==> src/rtl/dmem_arbiter.sv <==
// Purpose: arbitrates the single data-memory port between the MEM-stage CPU access and a debug/loader port.
// Latency: CPU write 0 extra cycles; CPU read 1 stall cycle (data in CPU_WAIT); debug access acked 1 cycle after grant.
// Backpressure: CPU held off via cpuStall; debug requester holds dbgReq until the one-cycle dbgAck pulse.
//
// Ports:
//   clk, rst                         clock, asynchronous active-high reset
//   cpuReq/cpuWe/cpuAddr/cpuWData    CPU access request; cpuRData/cpuStall back to the pipeline
//   dbgReq/dbgWe/dbgAddr/dbgWData    debug access request; dbgRData/dbgAck back to the requester
//   memAddr/memData/memWren/memRden  data-memory port; memQ is read data one cycle after memRden

`ifndef DATA_MEM_ADDR_SIZE
`define DATA_MEM_ADDR_SIZE 8
`endif

module dmem_arbiter #(
  parameter int AW         = `DATA_MEM_ADDR_SIZE,
  parameter int FAIR_LIMIT = 4
) (
  input  logic          clk,
  input  logic          rst,
  input  logic          cpuReq,
  input  logic          cpuWe,
  input  logic [AW-1:0] cpuAddr,
  input  logic [31:0]   cpuWData,
  output logic [31:0]   cpuRData,
  output logic          cpuStall,
  input  logic          dbgReq,
  input  logic          dbgWe,
  input  logic [AW-1:0] dbgAddr,
  input  logic [31:0]   dbgWData,
  output logic [31:0]   dbgRData,
  output logic          dbgAck,
  output logic [AW-1:0] memAddr,
  output logic [31:0]   memData,
  output logic          memWren,
  output logic          memRden,
  input  logic [31:0]   memQ
);

  localparam int SW = $clog2(FAIR_LIMIT + 1);
  localparam logic [SW-1:0] STREAK_MAX = SW'(FAIR_LIMIT);

  typedef enum logic [1:0] {
    IDLE     = 2'd0,
    CPU_WAIT = 2'd1,
    DBG_WAIT = 2'd2
  } state_t;

  state_t        state;
  logic [SW-1:0] streak;      // consecutive CPU grants while debug is waiting
  logic [31:0]   cpuRDataQ;
  logic [31:0]   dbgRDataQ;
  logic          dbgIsRead;   // the debug access in flight is a read

  logic idleArb;
  logic cpuGrant;
  logic dbgGrant;

  // Arbitration is suppressed while rst is high so the memory port stays quiet in reset.
  assign idleArb  = (state == IDLE) && !rst;
  assign cpuGrant = idleArb && cpuReq && !(dbgReq && (streak == STREAK_MAX));
  assign dbgGrant = idleArb && dbgReq && !cpuGrant;

  always_comb begin
    memAddr = '0;
    memData = '0;
    memWren = 1'b0;
    memRden = 1'b0;
    if (cpuGrant) begin
      memAddr = cpuAddr;
      memData = cpuWData;
      memWren = cpuWe;
      memRden = !cpuWe;
    end else if (dbgGrant) begin
      memAddr = dbgAddr;
      memData = dbgWData;
      memWren = dbgWe;
      memRden = !dbgWe;
    end
  end

  // Writes retire in the grant cycle; reads release the pipeline in CPU_WAIT when memQ is valid.
  assign cpuStall = cpuReq && !((cpuGrant && cpuWe) || (state == CPU_WAIT));
  assign cpuRData = (state == CPU_WAIT) ? memQ : cpuRDataQ;
  assign dbgAck   = (state == DBG_WAIT);
  assign dbgRData = ((state == DBG_WAIT) && dbgIsRead) ? memQ : dbgRDataQ;

  always_ff @(posedge clk or posedge rst) begin
    if (rst) begin
      state     <= IDLE;
      streak    <= '0;
      cpuRDataQ <= '0;
      dbgRDataQ <= '0;
      dbgIsRead <= 1'b0;
    end else begin
      case (state)
        IDLE: begin
          if (cpuGrant && !cpuWe) begin
            state <= CPU_WAIT;
          end else if (dbgGrant) begin
            state     <= DBG_WAIT;
            dbgIsRead <= !dbgWe;
          end
        end
        CPU_WAIT: begin
          cpuRDataQ <= memQ;
          state     <= IDLE;
        end
        DBG_WAIT: begin
          if (dbgIsRead) begin
            dbgRDataQ <= memQ;
          end
          state <= IDLE;
        end
        default: state <= IDLE;
      endcase

      // Streak only matters while debug is actually waiting.
      if (!dbgReq || dbgGrant) begin
        streak <= '0;
      end else if (cpuGrant && (streak != STREAK_MAX)) begin
        streak <= streak + SW'(1);
      end
    end
  end

endmodule

==> config.mk <==
export PLATFORM = sky130hd
export DESIGN_NAME = dmem_arbiter
export DESIGN_NICKNAME = d
export VERILOG_FILES = /design/src/rtl/dmem_arbiter.sv
export SDC_FILE = /design/constraint.sdc
export NUM_CORES = 1
export LEC_CHECK = 0
export ABC_AREA = 1
export CAP_MARGIN = 0
export CORE_UTILIZATION = 30
export DETAILED_ROUTE_END_ITERATION = 6
export PLACE_DENSITY = 0.7
export SETUP_SLACK_MARGIN = 0.02
export SLEW_MARGIN = 20
export SYNTH_ARGS = -nofsm -noshare
export SYNTH_HDL_FRONTEND = slang
export SYNTH_SLANG_ARGS = --single-unit
==> constraint.sdc <==
create_clock -name clk -period 4.44 [get_ports clk]
set_clock_uncertainty 0.05 [all_clocks]
set_input_delay 0.444 -clock clk [delete_from_list [all_inputs] [get_ports clk]]
set_output_delay 0.444 -clock clk [all_outputs]
set_load 0.03 [all_outputs]
==> flow_summary.yaml <==
logic_synthesis:
  synth_fp_nets: 534
  syn-instance-count: 414
  syn_area_per_cell_um2: 7.88
  seq_area_frac_synth: 0.537
  yosys_register_bits: 70
  synth_area_um2: 3260
  ys_types: 20
  ys_warn_count: 0
sta:
  drv_slew: 0
  fmax_mhz: 302
  worst_slew_pin_slew_ns: 1.04
  rsz0062_at_grt: "false"
  slew_headroom: 0.305
  setup_violations: 0
  tns_ns: 0
  finalCriticalPeriod_ns: 3.32
  finalHoldViolCount: 0
  period_share: 0.747
clock_network:
  cts_setup_buffers: 0
  clk_latency_ns: 0.33
  numCtsBuffers: 9
  cts_tree: "built"
  htreeDepth: 3
  cts.sinks: 70
  root_buffer: "clkbuf_8"
  clock_path_buffers: 2
  path_clk_slew_ns: 0.08
  cts_hold_buf: 0
  post_cts_resized: 0
global_routing:
  overflow: 0
  grt_pass1_vias: 3384
  antenna_found_initial: 0
  track_usage: 0.189
  grt_pass1_wl_um: 16900
  grt_max_degree: 71
power:
  peakVddDrop_v: 0.000354
  powerDensity_nw_per_um2: 479
  p_leak_nw: 2.77
placed_design:
  gp_congestion: 0.881
  dp_cells: 757
  dp_hpwl_um: 7830
  place_area_um2: 5580
  port_buffers: 225
floorplan:
  rows: 37
  start_util: 0.313
  dieArea_um2: 11300
  die_h_um: 106
  ioPinCount: 226
  coreArea_um2: 10400
  die_w_um: 106
setup_path:
  critPathMaxStageDelay_ns: 0.78
  worstSetupPathType: "flop to output port"
  crit_chain: "nor2_4 > nand2_2 > o21ai_0 > clkdlybuf4s50_1"
  worst-endpoint-required_ns: 3.95
  worstPathArrival_ns: 2.82
  crit_slowest_cell: "clkdlybuf4s50_1"
  cp-end-kind: "output port"
  startpoint_type: "flop"
  crit_fanout: 64
cells_and_area:
  final_nets: 752
  drive_gt1_frac: 0.0613
  n_antenna_cell: 0
  syn2layout_area_growth_pct: 77.8
  final_util: 0.557
  final_cells: 772
  final_design_area_no_fill_um2: 5800
route:
  vias: 3355
  finalWirelength_um: 10600
  drc: 0
  ant_nets: 0
  wl_per_cell_um: 13.7
  firstDrtPassIters: 4
  drtIter0Drc: 240
  via_per_inst: 4.35
flow_run:
  max_cap_violations: 0
worst_hold_path:
  hp-class: "flop to flop"
outcome:
  outcome: "finished, final reports clean"
## final cells by class
| cell class | instances | area [µm²] |
|---|---|---|
| fillers | 962 | 4620 |
| repair buffers | 227 | 2270 |
| flip-flops and latches | 70 | 1750 |
| multi-input cells | 281 | 1220 |
| well taps | 136 | 170 |
| inverters | 43 | 164 |
| clock buffers | 10 | 138 |
| clock inverters | 5 | 83.8 |
## cell usage after synthesis
cell,instances,area share
a21oi_1,1,0.0015
buf_12,1,0.0061
buf_2,7,0.011
buf_6,3,0.010
clkbuf_1,9,0.010
dfrtp_1,70,0.54
ha_1,2,0.0077
inv_1,38,0.044
inv_2,4,0.0046
inv_4,1,0.0019
nand2_1,188,0.22
nand2_2,11,0.021
nand3_1,4,0.0061
nand3_2,2,0.0061
nor2_1,3,0.0035
nor2_2,1,0.0019
nor2_4,2,0.0069
o21ai_0,64,0.098
o21ai_1,2,0.0031
xor2_1,1,0.0027
## logic make-up (layout without fill, tap and decap cells)
kind of cell,after synthesis,count (layout),synth area share
AO/OA/AOI/OAI,67,67,0.103
AND/OR/NAND/NOR,211,211,0.262
buffers and inverters,63,285,0.0878
flip-flops,70,70,0.537
adder cells (fa/ha/maj),2,2,0.00767
XOR/XNOR,1,1,0.00269
## through the flow
step | setup WS [ns] | power (W) | hold slack (ns)
after CTS | 1.10 | 0.00281 | 0.456
after global placement | 1.31 | 0.00222 | 0.425
after floorplan | 0.809 | 0.00161 | 0.419
after global routing | 0.904 | 0.00294 | 0.471
after detailed placement | 1.24 | 0.00223 | 0.434
final | 1.12 | 0.00278 | 0.448
## worst max-delay path, delay by kind of cell (launching register included)
| family | cells | cell delay, ns |
|---|---|---|
| flip-flops | 1 | 0.42 |
| AO/OA/AOI/OAI | 1 | 0.56 |
| buffers and inverters | 1 | 0.78 |
| AND/OR/NAND/NOR | 2 | 0.69 |
## where the power goes
group	total [W]	switching [W]	internal, W
clock network	0.000564	0.000235	0.000329
registers	0.000890	0.0000537	0.000836
logic	0.00133	0.000780	0.000546
total	0.00278	0.00107	0.00171
## sequential cells by signal (all words and copies together), names as in the netlist
register	cells
streak	3
dbgRDataQ	32
state	2
dbgIsRead	1
cpuRDataQ	32
## final timing paths
| kind | from | endpoint | slack (ns) | cells past startpoint |
|---|---|---|---|---|
| hold reg to reg | cpuRDataQ[26] | cpuRDataQ[26] | 0.45 | 2 |
| setup reg to reg | state[0] | dbgRDataQ[9] | 2.56 | 3 |
| hold / removal | cpuRDataQ[26] | cpuRDataQ[26] | 0.45 | 2 |
| max in group asynchronous | rst | streak[2] | 3.10 | 3 |
| min in group asynchronous | rst | dbgRDataQ[19] | 0.68 | 3 |
| setup / recovery | state[0] | dbgRData[9] | 1.12 | 4 |
## routing by layer
| layer | global-route usage | wire length [µm] | vias to the layer above |
|---|---|---|---|
| li1 | - | - | 1700 |
| met1 | 0.242 | 4540 | 1520 |
| met2 | 0.309 | 5060 | 131 |
| met3 | 0.0717 | 969 | 4 |
| met4 | 0.0278 | 31 | 0 |
| met5 | 0 | 0 | - |
## layout by cell type (no fill, tap or decap), types with 2 or more instances in the layout
cell type / instances
nand2_2: 11
inv_1: 37
dfrtp_1: 70
clkbuf_8: 10
ha_1: 2
nand3_2: 2
o21ai_1: 2
buf_4: 2
clkinvlp_4: 2
nor2_1: 3
inv_2: 5
nand2_1: 188
clkdlybuf4s50_1: 225
bufinv_16: 2
nand3_1: 4
o21ai_0: 64
nor2_4: 2
No activity file was read; power rests on OpenSTA's default activity.
